File: src/rtl/alien_formation_ctrl.sv
// Formation origin controller: marches the alien block sideways, steps down and reverses at the
// screen edges, and flags landing. Define ALIEN_SPEEDUP_EN to shorten the move period as aliens die.
module alien_formation_ctrl #(
  parameter int TICK_DIV  = 2000000,
  parameter int STEP_X    = 10,
  parameter int STEP_Y    = 10,
  parameter int START_COL = 40,
  parameter int START_ROW = 40,
  parameter int SCREEN_W  = 640,
  parameter int LAND_ROW  = 400,
  parameter int ALIEN_W   = 30,
  parameter int ALIEN_H   = 20,
  parameter int PITCH_X   = 40,
  parameter int PITCH_Y   = 30,
  parameter int NUM_COLS  = 10,
  parameter int NUM_ROWS  = 5
) (
  input  logic                         Clk,
  input  logic                         Reset,
  input  logic                         Restart,
  input  logic                         Enable,
  input  logic [NUM_COLS*NUM_ROWS-1:0] Aliens_Grid,
  output logic [8:0]                   Aliens_Row,
  output logic [9:0]                   Aliens_Col,
  output logic                         Dir_Right,
  output logic                         Move_Tick,
  output logic                         Aliens_Landed
);

  localparam int CELLS = NUM_COLS * NUM_ROWS;
  localparam int CW    = $clog2(NUM_COLS);
  localparam int RW    = $clog2(NUM_ROWS);

  typedef enum logic [1:0] {MARCH_R, MARCH_L, LANDED} state_e;

  state_e        state_q, state_d;
  logic [8:0]    row_q, row_d;
  logic [9:0]    col_q, col_d;
  logic          dir_q, dir_d;
  logic          tick_q, tick_d;
  logic [31:0]   div_q, div_d;
  logic [31:0]   period_cur;

  logic [NUM_COLS-1:0] colmask;
  logic [NUM_ROWS-1:0] rowany;
  logic [CW-1:0]       lc, rc;
  logic [RW-1:0]       rr;
  logic [11:0]         r_edge, l_edge, b_edge;
  logic                grid_any;
  logic                wrap;

`ifdef ALIEN_SPEEDUP_EN
  localparam int PW = $clog2(CELLS + 1);
  logic [31:0] period_q, period_d, period_new;
  logic [PW-1:0] pop;

  always_comb begin
    pop = '0;
    for (int i = 0; i < CELLS; i++) pop = pop + PW'(Aliens_Grid[i]);
    if (pop >= PW'(26))      period_new = 32'(TICK_DIV);
    else if (pop >= PW'(11)) period_new = 32'(TICK_DIV) >> 1;
    else if (pop >= PW'(3))  period_new = 32'(TICK_DIV) >> 2;
    else                     period_new = 32'(TICK_DIV) >> 3;
    if (period_new == 32'd0) period_new = 32'd1;
  end

  assign period_cur = period_q;
`else
  assign period_cur = 32'(TICK_DIV);
`endif

  // Edge positions follow the surviving grid, so a cleared outer column lets the block march further.
  always_comb begin
    colmask = '0;
    rowany  = '0;
    for (int r = 0; r < NUM_ROWS; r++) begin
      for (int c = 0; c < NUM_COLS; c++) begin
        if (Aliens_Grid[r*NUM_COLS+c]) begin
          colmask[c] = 1'b1;
          rowany[r]  = 1'b1;
        end
      end
    end
    lc = '0;
    rc = '0;
    rr = '0;
    for (int c = NUM_COLS - 1; c >= 0; c--) if (colmask[c]) lc = CW'(c);
    for (int c = 0; c < NUM_COLS; c++) if (colmask[c]) rc = CW'(c);
    for (int r = 0; r < NUM_ROWS; r++) if (rowany[r]) rr = RW'(r);
    grid_any = |colmask;
    r_edge = 12'(col_q) + 12'(rc) * 12'(PITCH_X) + 12'(ALIEN_W);
    l_edge = 12'(col_q) + 12'(lc) * 12'(PITCH_X);
    b_edge = 12'(row_q) + 12'(rr) * 12'(PITCH_Y) + 12'(ALIEN_H);
  end

  assign wrap = (div_q == period_cur - 32'd1);

  always_comb begin
    state_d = state_q;
    row_d   = row_q;
    col_d   = col_q;
    dir_d   = dir_q;
    div_d   = div_q;
    tick_d  = 1'b0;
`ifdef ALIEN_SPEEDUP_EN
    period_d = period_q;
`endif
    // An empty grid means Bullet is about to repopulate it: everything holds.
    if (state_q != LANDED && grid_any) begin
      if (b_edge >= 12'(LAND_ROW)) begin
        state_d = LANDED;
      end else if (Enable) begin
        if (wrap) begin
          div_d  = '0;
          tick_d = 1'b1;
`ifdef ALIEN_SPEEDUP_EN
          period_d = period_new;
`endif
          case (state_q)
            MARCH_R: begin
              if (r_edge + 12'(STEP_X) > 12'(SCREEN_W - 1)) begin
                row_d   = row_q + 9'(STEP_Y);
                state_d = MARCH_L;
                dir_d   = 1'b0;
              end else begin
                col_d = col_q + 10'(STEP_X);
              end
            end
            MARCH_L: begin
              if (l_edge < 12'(STEP_X) || col_q < 10'(STEP_X)) begin
                row_d   = row_q + 9'(STEP_Y);
                state_d = MARCH_R;
                dir_d   = 1'b1;
              end else begin
                col_d = col_q - 10'(STEP_X);
              end
            end
            default: ;
          endcase
        end else begin
          div_d = div_q + 32'd1;
        end
      end
    end
  end

  always_ff @(posedge Clk) begin
    if (Reset || Restart) begin
      state_q <= MARCH_R;
      row_q   <= 9'(START_ROW);
      col_q   <= 10'(START_COL);
      dir_q   <= 1'b1;
      tick_q  <= 1'b0;
      div_q   <= '0;
`ifdef ALIEN_SPEEDUP_EN
      period_q <= 32'(TICK_DIV);
`endif
    end else begin
      state_q <= state_d;
      row_q   <= row_d;
      col_q   <= col_d;
      dir_q   <= dir_d;
      tick_q  <= tick_d;
      div_q   <= div_d;
`ifdef ALIEN_SPEEDUP_EN
      period_q <= period_d;
`endif
    end
  end

  assign Aliens_Row    = row_q;
  assign Aliens_Col    = col_q;
  assign Dir_Right     = dir_q;
  assign Move_Tick     = tick_q;
  assign Aliens_Landed = (state_q == LANDED);

endmodule
File: config.mk
export PLATFORM = sky130hd
export DESIGN_NAME = alien_formation_ctrl
export DESIGN_NICKNAME = d
export VERILOG_FILES = /design/src/rtl/alien_formation_ctrl.sv
export SDC_FILE = /design/constraint.sdc
export NUM_CORES = 1
export LEC_CHECK = 0
export ABC_AREA = 1
export BUFFER_PORTS_ARGS = -buffer_cell sky130_fd_sc_hd__clkbuf_2
export CAP_MARGIN = 30
export CORE_UTILIZATION = 35
export DETAILED_ROUTE_END_ITERATION = 8
export PLACE_DENSITY = 0.66
export SYNTH_ARGS = -nofsm -noshare
export SYNTH_HDL_FRONTEND = slang
export SYNTH_SLANG_ARGS = --single-unit
File: constraint.sdc
create_clock -name Clk -period 6.1 [get_ports Clk]
set_input_delay 0.61 -clock Clk [delete_from_list [all_inputs] [get_ports Clk]]
set_output_delay 0.61 -clock Clk [all_outputs]
set_load 0.03 [all_outputs]
# [Yosys cells after proc, flatten, opt, wreduce, memory -nomap -nowiden]
# Cells that the tools add are included.
[classes] addsub=10 multipliers=3 order_cmp=4 n_eq_ne=10 n_mux=130 bitwise_logic=3 reduce_logical=14
[op_table] op="$mux W1" n=95
[op_table] op="$mux W4" n=18
[op_table] op="$add A32 B1 Y32 const B" n=1
[op_table] op="$eq A32 B21 Y1 const B" n=1
[op_table] op="$mux W32" n=1
[op_table] op="$add A10 B10 Y11" n=2
[op_table] op="$mux W10" n=2
[op_table] op="$pmux W10 S2" n=1
[op_table] op="$mux W9" n=2
[op_table] op="$pmux W9 S2" n=1
[op_table] op="$mul A4 B3 Y7 const B" n=2
[op_table] op="$reduce_and A7 Y1" n=2
[op_table] op="$add A11 B5 Y12 const B" n=1
[op_table] op="$add A12 B4 Y12 const B" n=1
[op_table] op="$gt A12 B10 Y1 const B" n=1
[op_table] op="$add A10 B5 Y11 const B" n=1
[op_table] op="$ge A11 B9 Y1 const B" n=1
[op_table] op="$lt A11 B4 Y1 const B" n=1
[op_table] op="$add A10 B4 Y10 const B" n=1
[op_table] op="$add A9 B8 Y10" n=1
[op_table] op="$lt A10 B4 Y1 const B" n=1
[op_table] op="$mux W2" n=5
[op_table] op="$ne A2 B2 Y1 const B" n=5
[op_table] op="$reduce_or A10 Y1" n=1
[op_table] op="other kinds (18)" n=26
[totals] register_bits=55 inputBits=54 output_inout_bits=22 elab_cells=180

# [Logic depth before layout (Yosys ltp)]
[depth] word_depth=24 ltp_mapped=33 ltp_nobuf=33

# [Worst setup path after synthesis]
# OpenSTA, ideal clock, no wires.
[synth_timing] kind="input to register" startpoint="in Aliens_Grid[12]" endpoint="reg div_q[27]" setup_ps=116 t_arrival_ps=4295 required_time_ps=5984 path_slack_ps=1689 path_stages=27 path_buffers=0 cell_sequence="nor4_1 nor3b_1 nand2_1 nor2_1 o21ai_0 ha_1 inv_1 fa_1 ha_1 inv_1 ha_1 a21oi_2 nand2_1 nand2_1 nand2_1 a21oi_2 or2_1 nand2_1 a21oi_2 nand2_2 nor2_4 nand2_2 nor3_4 nand3_2 nor3_2 and2_1 nor2_1"
[synth_between] elab_chain_len=18 elab_cells_between_ends=24 classes_between="add/sub (2); mul (1); order compare (1); mux (16); bitwise (1); reduce/logical (3)"
[synth_lines] element="start: declaration" line="22" source="input logic [NUM_COLS*NUM_ROWS-1:0] Aliens_Grid,"
[synth_lines] element="$mux W1 (8 in series)" line="78" source="if (Aliens_Grid[r*NUM_COLS+c]) begin"
[synth_lines] element="$mux W1" line="89" source="for (int r = 0; r < NUM_ROWS; r++) if (rowany[r]) rr = RW'(r);"
[synth_lines] element="$mux W3 (3 in series)" line="89"
[synth_lines] element="$mul A3 B4 Y7" line="93" source="b_edge = 12'(row_q) + 12'(rr) * 12'(PITCH_Y) + 12'(ALIEN_H);"
[synth_lines] element="$add A9 B8 Y10" line="93"
[synth_lines] element="$add A10 B5 Y11" line="93"
[synth_lines] element="$ge A11 B9 Y1" line="110" source="if (b_edge >= 12'(LAND_ROW)) begin"
[synth_lines] element="$not A1 Y1 (no line)"
[synth_lines] element="$reduce_and A3 Y1 (no line) (*)"
[synth_lines] element="end signal: assignment" line="164" source="div_q <= div_d;"
[synth_lines] element="end: declaration" line="41" source="logic [31:0] div_q, div_d;"
# Mark *: on every way between the ends. The rest lies on a longest branch, timed or not.
# A chain may end at the register's enable or synchronous reset.

# [Final worst setup path]
[layout_timing] startpoint="in Aliens_Grid[12]" endpoint="reg div_q[22]"
# The elaborated chain is that of the path after synthesis.

==> run_results.csv <==
group,metric,value,unit
grt,grt_max_degree,21,
run_status,status,"completed",
detailed_routing,drt-initial-drc-count,253,
power,power_density,125,mW/mm^2
timing,hold_viol,0,
detailed_routing,drtPass1Iterations,5,
timing,finalCritPeriodShare,82.9,%
detailed_routing,drc,0,
grt,grt_use_total,17.1,%
placed_design,port_buffers,73,
clock_tree,numCtsBuffers,5,
timing,worst_pin_slew,0.738,ns
setup_path,critPathKind,"in2reg",
timing,slew_headroom,50.6,%
timing,fmax,198,MHz
setup_path,cp_data_arrival_time,5.29,ns
timing,drv_slew,0,
setup_path,r2r_cells,22,
clock_tree,cts_setup_buffers,0,
clock_tree,clockRootBuffer,"clkbuf_16",
die,fp.dieH,119,um
detailed_routing,vias_per_cell,4.96,
die,dieArea,0.0142,mm^2
yosys,seq_area_frac_synth,22.1,%
setup_path,crit_path_end_kind,"register",
power,p_leak,2.42,nW
yosys,yosysUniqueCellTypes,51,
min_path,hold_depth,2,
min_path,hold_class,"reg2reg",
yosys,synth_area_leader_cell,"dfxtp_1",
clock_tree,cts_resized,0,
clock_tree,cts_tree,"yes",
final_layout,nets,914,
clock_tree,cts_hold_buffers,0,
detailed_routing,vias,4894,
min_path,hold_end,"Dir_Right",
yosys,synthArstFlopShare,0,%
min_path,hp-start,"Dir_Right",
yosys,synth_edf_count,0,
job,cap_violations,0,
die,core,0.0133,mm^2
yosys,synth_flop_cell,"dfxtp_1",
setup_path,critical_path.max_fanout,15,
clock_tree,numClockSinks,53,
timing,finalSetupViolCount,0,
grt,grt_pass1_wl,20200,um
setup_path,r2r-start,"Aliens_Row[2]",
timing,finalClockSkew,0.00710,ns
final_layout,antenna_cells,0,
yosys,synth_top_cells_by_count,"145 x nand2_1, 105 x inv_1, 94 x nor2_1, 53 x dfxtp_1, 47 x nand3_1",
yosys,ys_ff_latch,53,
clock_tree,cts-htree-levels,2,
die,io_pins,76,
placed_design,place_congestion,0.876,
final_layout,fillers,1387,
setup_path,required,6.33,ns
setup_path,cp-start-kind,"input pin",
detailed_routing,post_drt_wl_per_cell,12.1,um
setup_path,r2r_end,"div_q[22]",
timing,rsz0062_at_grt,"false",
yosys,ys_warn_count,0,
placed_design,hpwlAfterDp,9630,um
yosys,synth_top_area_share,22.1,%
setup_path,regToRegSetupSlack,2.35,ns
die,initial_core_util,36.1,%
power,ir_worst_vdd,98.2,uV
grt,grt_pass1_vias,4287,
yosys,syn_area,0.00480,mm^2
power,power,0.685,mW
yosys,synth.area.top_cells,"dfxtp_1 22%, ha_1 12%, nand2_1 11%",
clock_tree,path_clk_slew,0.07,ns
die,floorplan.die.width,119,um
detailed_routing,routed_wl,12000,um
timing,fin_setup_tns,0,ns
yosys,postSynthCellCount,744,
grt,grt-ovfl-total,0,
timing,period_minus_slack,5.06,ns
yosys,synth.avg_cell_area,6.45,um^2
die,rows,42,
detailed_routing,detail-route-antenna-nets,0,
final_layout,syn_to_final_growth,13.8,%
clock_tree,clock_latency,0.30,ns
clock_tree,clockBufferDepth,2,
final_layout,drive_above_1_share,13.8,%
yosys,yosysMostFrequentCell,"nand2_1",
grt,grt_antenna_before_repair,0,
==> stage by stage <==
step                      utilization, %  setup WS, ns  std cells  instance area, um^2  hold WS [ns]
after floorplan                        -          1.69        746                 4810         0.467
after global placement              40.1         0.768        979                 5330         0.464
after detailed placement            40.1         0.745        979                 5330         0.465
after CTS                           41.1          1.04        987                 5470         0.483
after global routing                41.1         0.526        987                 5470         0.522
final                               41.1          1.04        987                 5470         0.477
==> worst max-delay path: stages <==
cell and delay (ns):
clkbuf_2 0.09, nor4_1 0.28, nor3b_1 0.31, nand2_1 0.08, nor2_1 0.12, o21ai_0 0.12
ha_1 0.21, inv_1 0.06, fa_1 0.41, ha_1 0.28, inv_1 0.04, ha_1 0.35
a21oi_2 0.14, nand2_1 0.08, nand2_1 0.06, nand2_1 0.06, a21oi_2 0.13, or2_1 0.13
nand2_1 0.06, a21oi_2 0.12, nand2_2 0.13, nor2_4 0.34, inv_2 0.21, nor3_2 0.27
nand4_2 0.21, nor3_1 0.18, o21ai_0 0.09, nor2_1 0.10
==> placed cells by master, fill, tap and decap left out, drive strengths merged <==
cell	count
or4	1
o21ai	37
nand3	50
xnor2	7
xor2	7
a211oi	3
buf	1
and2	3
a2111oi	1
nor3	33
conb	3
a22oi	2
a21boi	1
nor3b	4
a31oi	1
dfxtp	53
a2bb2oi	2
clkinv	3
nor2	98
fa	5
inv	109
a211o	1
and3	1
ha	45
nand4	22
o21bai	2
o211ai	1
nand2	150
o21a	2
nand3b	4
a21oi	44
clkbuf	79
nor4	30
or2	5
a221oi	1
==> sequential cells by signal, indices dropped and copies added, names as in the netlist <==
register / count
Move_Tick: 1
Aliens_Col: 9
state_q: 2
div_q: 32
Dir_Right: 1
Aliens_Row: 8
==> where the power goes <==
part	total (mW)	internal [mW]	switching, mW
registers	0.348	0.347	0.00106
clock network	0.278	0.151	0.127
logic	0.0597	0.0231	0.0366
==> routing by layer <==
metal  routed length, um  global-route usage (%)
met1                6040                    24.4
met2                5280                    27.3
met3                 514                    2.39
met4                 118                    3.16
met5                   0                       0
==> cell type report <==
class / count / area (um^2) / share of cell area (%)
clock buffers: 6 / 129 / 2.36
well taps: 176 / 220 / 4.03
clock inverters: 2 / 10.0 / 0.183
multi-input cells: 566 / 3260 / 59.6
flip-flops and latches: 53 / 1060 / 19.4
repair buffers: 74 / 373 / 6.82
inverters: 110 / 413 / 7.55
==> worst max path at each step <==
stage,start,end,slack [ns],cells past startpoint
4_1_cts,Aliens_Grid[12],div_q[22],1.04,28
3_5_place_dp,Aliens_Grid[12],div_q[22],0.75,28
5_1_grt,Aliens_Grid[26],div_q[22],0.53,27
6_report,Aliens_Grid[12],div_q[22],1.04,28
2_1_floorplan,Aliens_Grid[12],div_q[27],1.69,27
3_3_place_gp,Aliens_Grid[12],div_q[22],0.77,28
==> logic make-up after synthesis <==
group | after synthesis | share of synthesized area [%]
simple gates | 401 | 39.8
buf+inv | 127 | 10.2
compound gates | 98 | 11.4
flops | 53 | 22.1
fa+ha+maj | 50 | 13.8
xor+xnor | 14 | 2.55
other cells | 1 | 0.0781
Power figures use the tool's default switching activity.
